==> config.mk <==
export PLATFORM = sky130hd
export DESIGN_NAME = rvh_l1d_line_refill_buf
export DESIGN_NICKNAME = d
export VERILOG_FILES = /design/src/rtl/rvh_l1d_line_refill_buf_pkg.sv /design/src/rtl/rvh_l1d_line_refill_buf_beat_assembler.sv /design/src/rtl/rvh_l1d_line_refill_buf.sv
export SDC_FILE = /design/constraint.sdc
export NUM_CORES = 1
export LEC_CHECK = 0
export CORE_AREA = 10 10 262 202
export CTS_BUF_LIST = sky130_fd_sc_hd__clkbuf_8
export DETAILED_ROUTE_END_ITERATION = 8
export DIE_AREA = 0 0 272 212
export GPL_TIMING_DRIVEN = 0
export PLACE_DENSITY = 0.79
export SETUP_SLACK_MARGIN = 0.1
export SLEW_MARGIN = 40
export SYNTH_ARGS = -nofsm -noshare
export SYNTH_HDL_FRONTEND = slang
export SYNTH_SLANG_ARGS = --single-unit
==> constraint.sdc <==
create_clock -name clk -period 2.7 [get_ports clk]
set_input_delay 0.81 -clock clk [delete_from_list [all_inputs] [get_ports clk]]
set_output_delay 0.81 -clock clk [all_outputs]
set_load 0.02 [all_outputs]
==> src/rtl/rvh_l1d_line_refill_buf_pkg.sv <==
// rvh_l1d_line_refill_buf_pkg: shared sizes, R-beat layout and refill FSM states
package rvh_l1d_line_refill_buf_pkg;
    localparam int N_MSHR                   = 4;
    localparam int N_MSHR_W                 = 2;
    localparam int MEM_DATA_WIDTH           = 64;
    localparam int BURST_SIZE               = 8;
    localparam int BEAT_CNT_W               = 3;
    localparam int LINE_W                   = MEM_DATA_WIDTH * BURST_SIZE;
    localparam int MEMNOC_TID_MASTERID_SIZE = 4;
    localparam int MEMNOC_TID_TID_SIZE      = 4;
    localparam int RID_W                    = MEMNOC_TID_MASTERID_SIZE + MEMNOC_TID_TID_SIZE;

    typedef struct packed {
        logic [RID_W-1:0]          rid;
        logic [MEM_DATA_WIDTH-1:0] rdata;
        logic [1:0]                rresp;
        logic                      rlast;
    } r_beat_t;

    typedef enum logic [1:0] {COLLECT, REFILL, DEALLOC} refill_state_e;
endpackage

==> src/rtl/rvh_l1d_line_refill_buf_beat_assembler.sv <==
// rvh_l1d_line_refill_buf_beat_assembler: packs R beats into a line, tracks MSHR id and error
module rvh_l1d_line_refill_buf_beat_assembler
    import rvh_l1d_line_refill_buf_pkg::*;
(
    input  logic                      clk,
    input  logic                      rst,
    input  logic                      beat_en_i,
    input  logic                      err_clr_i,
    input  logic [MEM_DATA_WIDTH-1:0] rdata_i,
    input  logic [1:0]                rresp_i,
    input  logic                      rlast_i,
    input  logic [N_MSHR_W-1:0]       mshr_id_i,
    output logic                      line_done_o,
    output logic [LINE_W-1:0]         line_o,
    output logic                      err_o,
    output logic [N_MSHR_W-1:0]       mshr_id_o
);
    logic [BEAT_CNT_W-1:0] cnt_q, cnt_d;
    logic [LINE_W-1:0]     line_q, line_d;
    logic                  err_q, err_d;
    logic [N_MSHR_W-1:0]   id_q, id_d;
    logic                  last_beat;

    assign last_beat   = cnt_q == BEAT_CNT_W'(BURST_SIZE - 1);
    assign line_done_o = beat_en_i & last_beat;
    assign line_o      = line_q;
    assign err_o       = err_q;
    assign mshr_id_o   = id_q;

    // rlast on the wrong beat only flags an error; the count alone closes the line
    always_comb begin
        cnt_d  = beat_en_i ? cnt_q + 1'b1 : cnt_q;
        line_d = line_q;
        if (beat_en_i)
            line_d[cnt_q*MEM_DATA_WIDTH +: MEM_DATA_WIDTH] = rdata_i;
        err_d  = err_clr_i ? 1'b0 : err_q | (beat_en_i & ((rresp_i != 2'b00) | (rlast_i != last_beat)));
        id_d   = (beat_en_i && cnt_q == '0) ? mshr_id_i : id_q;
    end

    always_ff @(posedge clk or negedge rst) begin
        if (!rst) begin
            cnt_q  <= '0;
            line_q <= '0;
            err_q  <= 1'b0;
            id_q   <= '0;
        end else begin
            cnt_q  <= cnt_d;
            line_q <= line_d;
            err_q  <= err_d;
            id_q   <= id_d;
        end
    end
endmodule

==> src/rtl/rvh_l1d_line_refill_buf.sv <==
// rvh_l1d_line_refill_buf: collects an 8-beat L2 R burst into a line, hands it to refill,
// then frees the owning MSHR entry
module rvh_l1d_line_refill_buf
    import rvh_l1d_line_refill_buf_pkg::*;
#(
    parameter logic [3:0] BANK_ID = 4'd0
) (
    input  logic                      clk,
    input  logic                      rst,
    input  logic                      l2_resp_if_rvalid,
    output logic                      l2_resp_if_rready,
    input  logic [RID_W-1:0]          l2_resp_if_rid,
    input  logic [MEM_DATA_WIDTH-1:0] l2_resp_if_rdata,
    input  logic [1:0]                l2_resp_if_rresp,
    input  logic                      l2_resp_if_rlast,
    input  logic [N_MSHR-1:0]         mshr_bank_no_resp_i,
    output logic                      refill_valid_o,
    input  logic                      refill_ready_i,
    output logic [N_MSHR_W-1:0]       refill_mshr_id_o,
    output logic [LINE_W-1:0]         refill_line_o,
    output logic                      refill_err_o,
    output logic                      refill_no_resp_o,
    output logic                      mlfb_mshr_dealloc_valid_o,
    output logic [N_MSHR_W-1:0]       mlfb_mshr_dealloc_idx_o,
    input  logic                      mlfb_mshr_dealloc_ready_i
);
    refill_state_e state_q;
    r_beat_t       beat;
    logic          beat_en;
    logic          line_done;
    logic          no_resp_q;

    assign beat = '{rid: l2_resp_if_rid, rdata: l2_resp_if_rdata,
                    rresp: l2_resp_if_rresp, rlast: l2_resp_if_rlast};

    assign l2_resp_if_rready         = state_q == COLLECT;
    assign beat_en                   = l2_resp_if_rvalid & l2_resp_if_rready;
    assign refill_valid_o            = state_q == REFILL;
    assign mlfb_mshr_dealloc_valid_o = state_q == DEALLOC;
    assign mlfb_mshr_dealloc_idx_o   = refill_mshr_id_o;
    assign refill_no_resp_o          = no_resp_q;

    rvh_l1d_line_refill_buf_beat_assembler u_asm (
        .clk         (clk),
        .rst         (rst),
        .beat_en_i   (beat_en),
        .err_clr_i   (mlfb_mshr_dealloc_valid_o & mlfb_mshr_dealloc_ready_i),
        .rdata_i     (beat.rdata),
        .rresp_i     (beat.rresp),
        .rlast_i     (beat.rlast),
        .mshr_id_i   (beat.rid[N_MSHR_W-1:0]),
        .line_done_o (line_done),
        .line_o      (refill_line_o),
        .err_o       (refill_err_o),
        .mshr_id_o   (refill_mshr_id_o)
    );

    always_ff @(posedge clk or negedge rst) begin
        if (!rst) begin
            state_q   <= COLLECT;
            no_resp_q <= 1'b0;
        end else begin
            case (state_q)
                COLLECT: if (line_done) begin
                    state_q   <= REFILL;
                    no_resp_q <= mshr_bank_no_resp_i[refill_mshr_id_o];
                end
                REFILL:  if (refill_ready_i) state_q <= DEALLOC;
                DEALLOC: if (mlfb_mshr_dealloc_ready_i) state_q <= COLLECT;
                default: state_q <= COLLECT;
            endcase
        end
    end

    // Misrouted or malformed ids are still consumed; these only flag them in simulation
    a_master_id: assert property (@(posedge clk) disable iff (!rst)
        beat_en |-> beat.rid[7:4] == {1'b0, BANK_ID[2:0]});
    a_tid_hi: assert property (@(posedge clk) disable iff (!rst)
        beat_en |-> beat.rid[3:2] == 2'b00);
endmodule

==> flow_summary_export.csv <==
group,metric,value,unit
critical_path,cp-start-kind,"input port",
routing,wl_per_cell,26.2,um
worst_hold_path,min-delay-start,"u_asm.line_o[12]",
critical_path,critPathMaxFanout,10,
timing,finalClockSkew,25.6,ps
routing,vias_per_cell,5.19,
placed_design,gp_congestion,0.868,
power,p_total,38.8,mW
power,power.leakage,14.6,nW
timing,rsz0062_at_grt,"no",
power,ir_drop,0.775,mV
critical_path,rrSetupSlack,200,ps
die,io_pins,605,
placed_design,portBuffers,598,
timing,fin_crit_sh,94.4,%
critical_path,crit_type,"input port to register",
routing,vias,15200,
synthesis,async_reset_ff_share,100,%
synthesis,ys_warn_count,0,
timing,tightest_slew,755,ps
synthesis,syn_nets,1580,
timing,finalMaxSlewViolations,0,
cts,clkLatencyLatePin,680,ps
cts,numClockSinks,521,
global_routing,antenna_found_initial,3,
die,coreArea,47900,um2
critical_path,path_common_cell,"buf_4",
global_routing,track_usage,26.0,%
die,die_w,272,um
timing,max_freq,0.392,GHz
synthesis,syn_inst,1489,
routing,wl,76700,um
synthesis,netlist.area_leader.share,61.3,%
synthesis,ys_ff_latch,521,
finish,fin_nets,2302,
cts,clk_path_buf_depth,3,
synthesis,syn-cell-area,21300,um2
synthesis,synth_edf_count,0,
routing,drc,0,
critical_path,crit_chain,"clkdlybuf4s50_1 -> nor3b_1 -> nor4bb_1 -> buf_4 -> buf_4 -> mux2_2",
die,start_util,44.4,%
synthesis,ys_types,33,
power,powerDensity,1270,nW/um2
critical_path,r2r-start,"u_asm.cnt_q[1]",
cts,cts_tree,"yes",
synthesis,synth-seq-area-share,61.3,%
cts,path_clk_slew,60,ps
critical_path,required,3240,ps
die,rows,70,
finish,fin_util,64.1,%
timing,worst_slack,150,ps
timing,maxSlewHeadroom,49.7,%
timing,hold_violations,0,
cts,cts_buffers,82,
finish,drive_above_1_share,30.5,%
cts,cts_root_buf,"clkbuf_8",
critical_path,arrival,3090,ps
outcome,status,"completed",
placed_design,hpwl,57400,um
routing,drt_first_iter_violations,1047,
global_routing,gr-total-overflow,0,
routing,dr.pass1.iters,5,
synthesis,yosysMostFrequentCell,"dfrtp_1",
critical_path,cp_slowest_stage_delay,530,ps
synthesis,yosysTopAreaCell,"dfrtp_1",
critical_path,r2r-end,"u_asm.line_o[22]",
die,die_h,212,um
finish,synthToLayoutAreaGrowth,44.4,%
critical_path,crit_path_end_kind,"register",
placed_design,place_worst_setup_slack,-945,ps
synthesis,ys.flop_type,"dfrtp_1",
synthesis,synth_area_leaders,"dfrtp_1 (61%), mux2_2 (23%), and2_1 (4.4%), mux2i_1 (3.0%), and3_1 (1.3%)",
synthesis,yosys-top-cells-count,"dfrtp_1 (521), mux2_2 (438), and2_1 (149)",
worst_hold_path,hold_depth,1,
critical_path,critPathBufInv,3,
global_routing,grt_max_degree,79,
critical_path,path_delay_family,"buffers and inverters",
timing,period_minus_slack,2550,ps
synthesis,syn_area_per_cell,14.3,um2
critical_path,worstRegToRegCells,9,
critical_path,cp_slowest_cell,"clkdlybuf4s50_1",
die,dieArea,57700,um2
timing,setup_tns,0,ps
cts,h-tree-depth,3,
timing,hold_slack,491,ps
run,drv_cap,0,
worst_hold_path,min_to,"u_asm.line_o[12]",
worst_hold_path,min_path_type,"register to register",
timing,finalSetupViolations,0,
global_routing,grt_pass1_vias,16600,
routing,antenna_left,0,
global_routing,grt_pass1_wl,111000,um
sequential cells by signal, summed over array words and instances, names as in the netlist:
signal            cells
refill_no_resp_o      1
state_q               2
u_asm.cnt_q           3
u_asm.err_o           1
u_asm.line_o        512
u_asm.mshr_id_o       2
cells by family (layout without fill, tap and decap cells):
kind of cell               after synthesis  in the layout  share of synthesized area (%)
buffers and inverters                  155            941                           3.23
xor gates and xnor gates                 2              2                         0.0824
muxes                                  516            516                           27.0
adders and majority gates                7              7                          0.412
DFF                                    521            521                           61.3
other                                    0              1                              0
and+or+nand+nor                        281            281                           7.71
AOI/OAI and AO/OA                        7              7                          0.235
stage by stage:
step / cell area, um2 / instances
after global placement: 28100 / 2735
after CTS: 30600 / 2920
after detailed placement: 28400 / 2746
after floorplan: 21300 / 1489
after global routing: 30700 / 2924
final: 30700 / 2924
worst register-to-register path: stages, from the launching register on:
cell and delay (ps):
dfrtp_2 450, inv_1 170, ha_4 250, or4_4 550, nor3_4 150, buf_6 140
buf_12 140, buf_12 120, buf_16 120, mux2_4 300
layout by cell type, fill, tap and decap left out, types with 11 or more instances in the layout:
cell	count
and2_1	149
dfrtp_1	520
mux2_2	434
nand2_1	67
mux2i_1	64
inv_1	95
buf_6	18
clkbuf_1	11
clkbuf_2	16
clkbuf_8	104
clkdlybuf4s50_1	578
and3_1	43
buf_4	52
worst max path at each step:
stage / cells past startpoint / end / from
2_1_floorplan: 9 / u_asm.line_o[4] / u_asm.cnt_q[0]
3_5_place_dp: 6 / u_asm.line_o[189] / l2_resp_if_rvalid
3_3_place_gp: 1 / u_asm.line_o[111] / rst
5_1_grt: 1 / refill_line_o[203] / u_asm.line_o[203]
4_1_cts: 12 / u_asm.line_o[16] / u_asm.cnt_q[0]
6_report: 6 / u_asm.line_o[342] / l2_resp_if_rvalid
final cells by class:
cell class	instances	area [um2]
Clock inverter	44	256
Multi-Input combinational cell	813	7660
Inverter	69	272
Tap cell	648	811
Fill cell	3573	17200
Sequential cell	521	13000
Buffer	84	649
Clock buffer	104	1430
Timing Repair Buffer	640	6580
Antenna cell	1	2.50
per-layer routing:
| metal | part of all wire [%] | routed length [um] | track usage, % |
|---|---|---|---|
| met1 | 40 | 30700 | 31.0 |
| met2 | 48 | 36900 | 43.1 |
| met5 | 0 | 0 | 0 |
| met4 | 3.6 | 2780 | 9.41 |
| met3 | 8.2 | 6270 | 9.09 |
power by group:
group | switching, mW | total [mW] | internal (mW)
clock network | 3.17 | 6.84 | 3.67
registers | 1.68 | 12.4 | 10.7
logic | 10.5 | 19.6 | 9.05
total | 15.4 | 38.8 | 23.5
repair_timing:
| item | 4_1_cts | 5_1_grt |
|---|---|---|
| cloned | 2 | 1 |
| hold endpoints to repair | 3 | 0 |
| hold buffers | 1 | 0 |
| buffers inserted | 23 | 5 |
| resized for setup | 111 | 20 |
| setup endpoints to repair | 523 | 387 |
| pin swaps | 6 | 3 |
No activity file was read; power rests on OpenSTA's default activity.
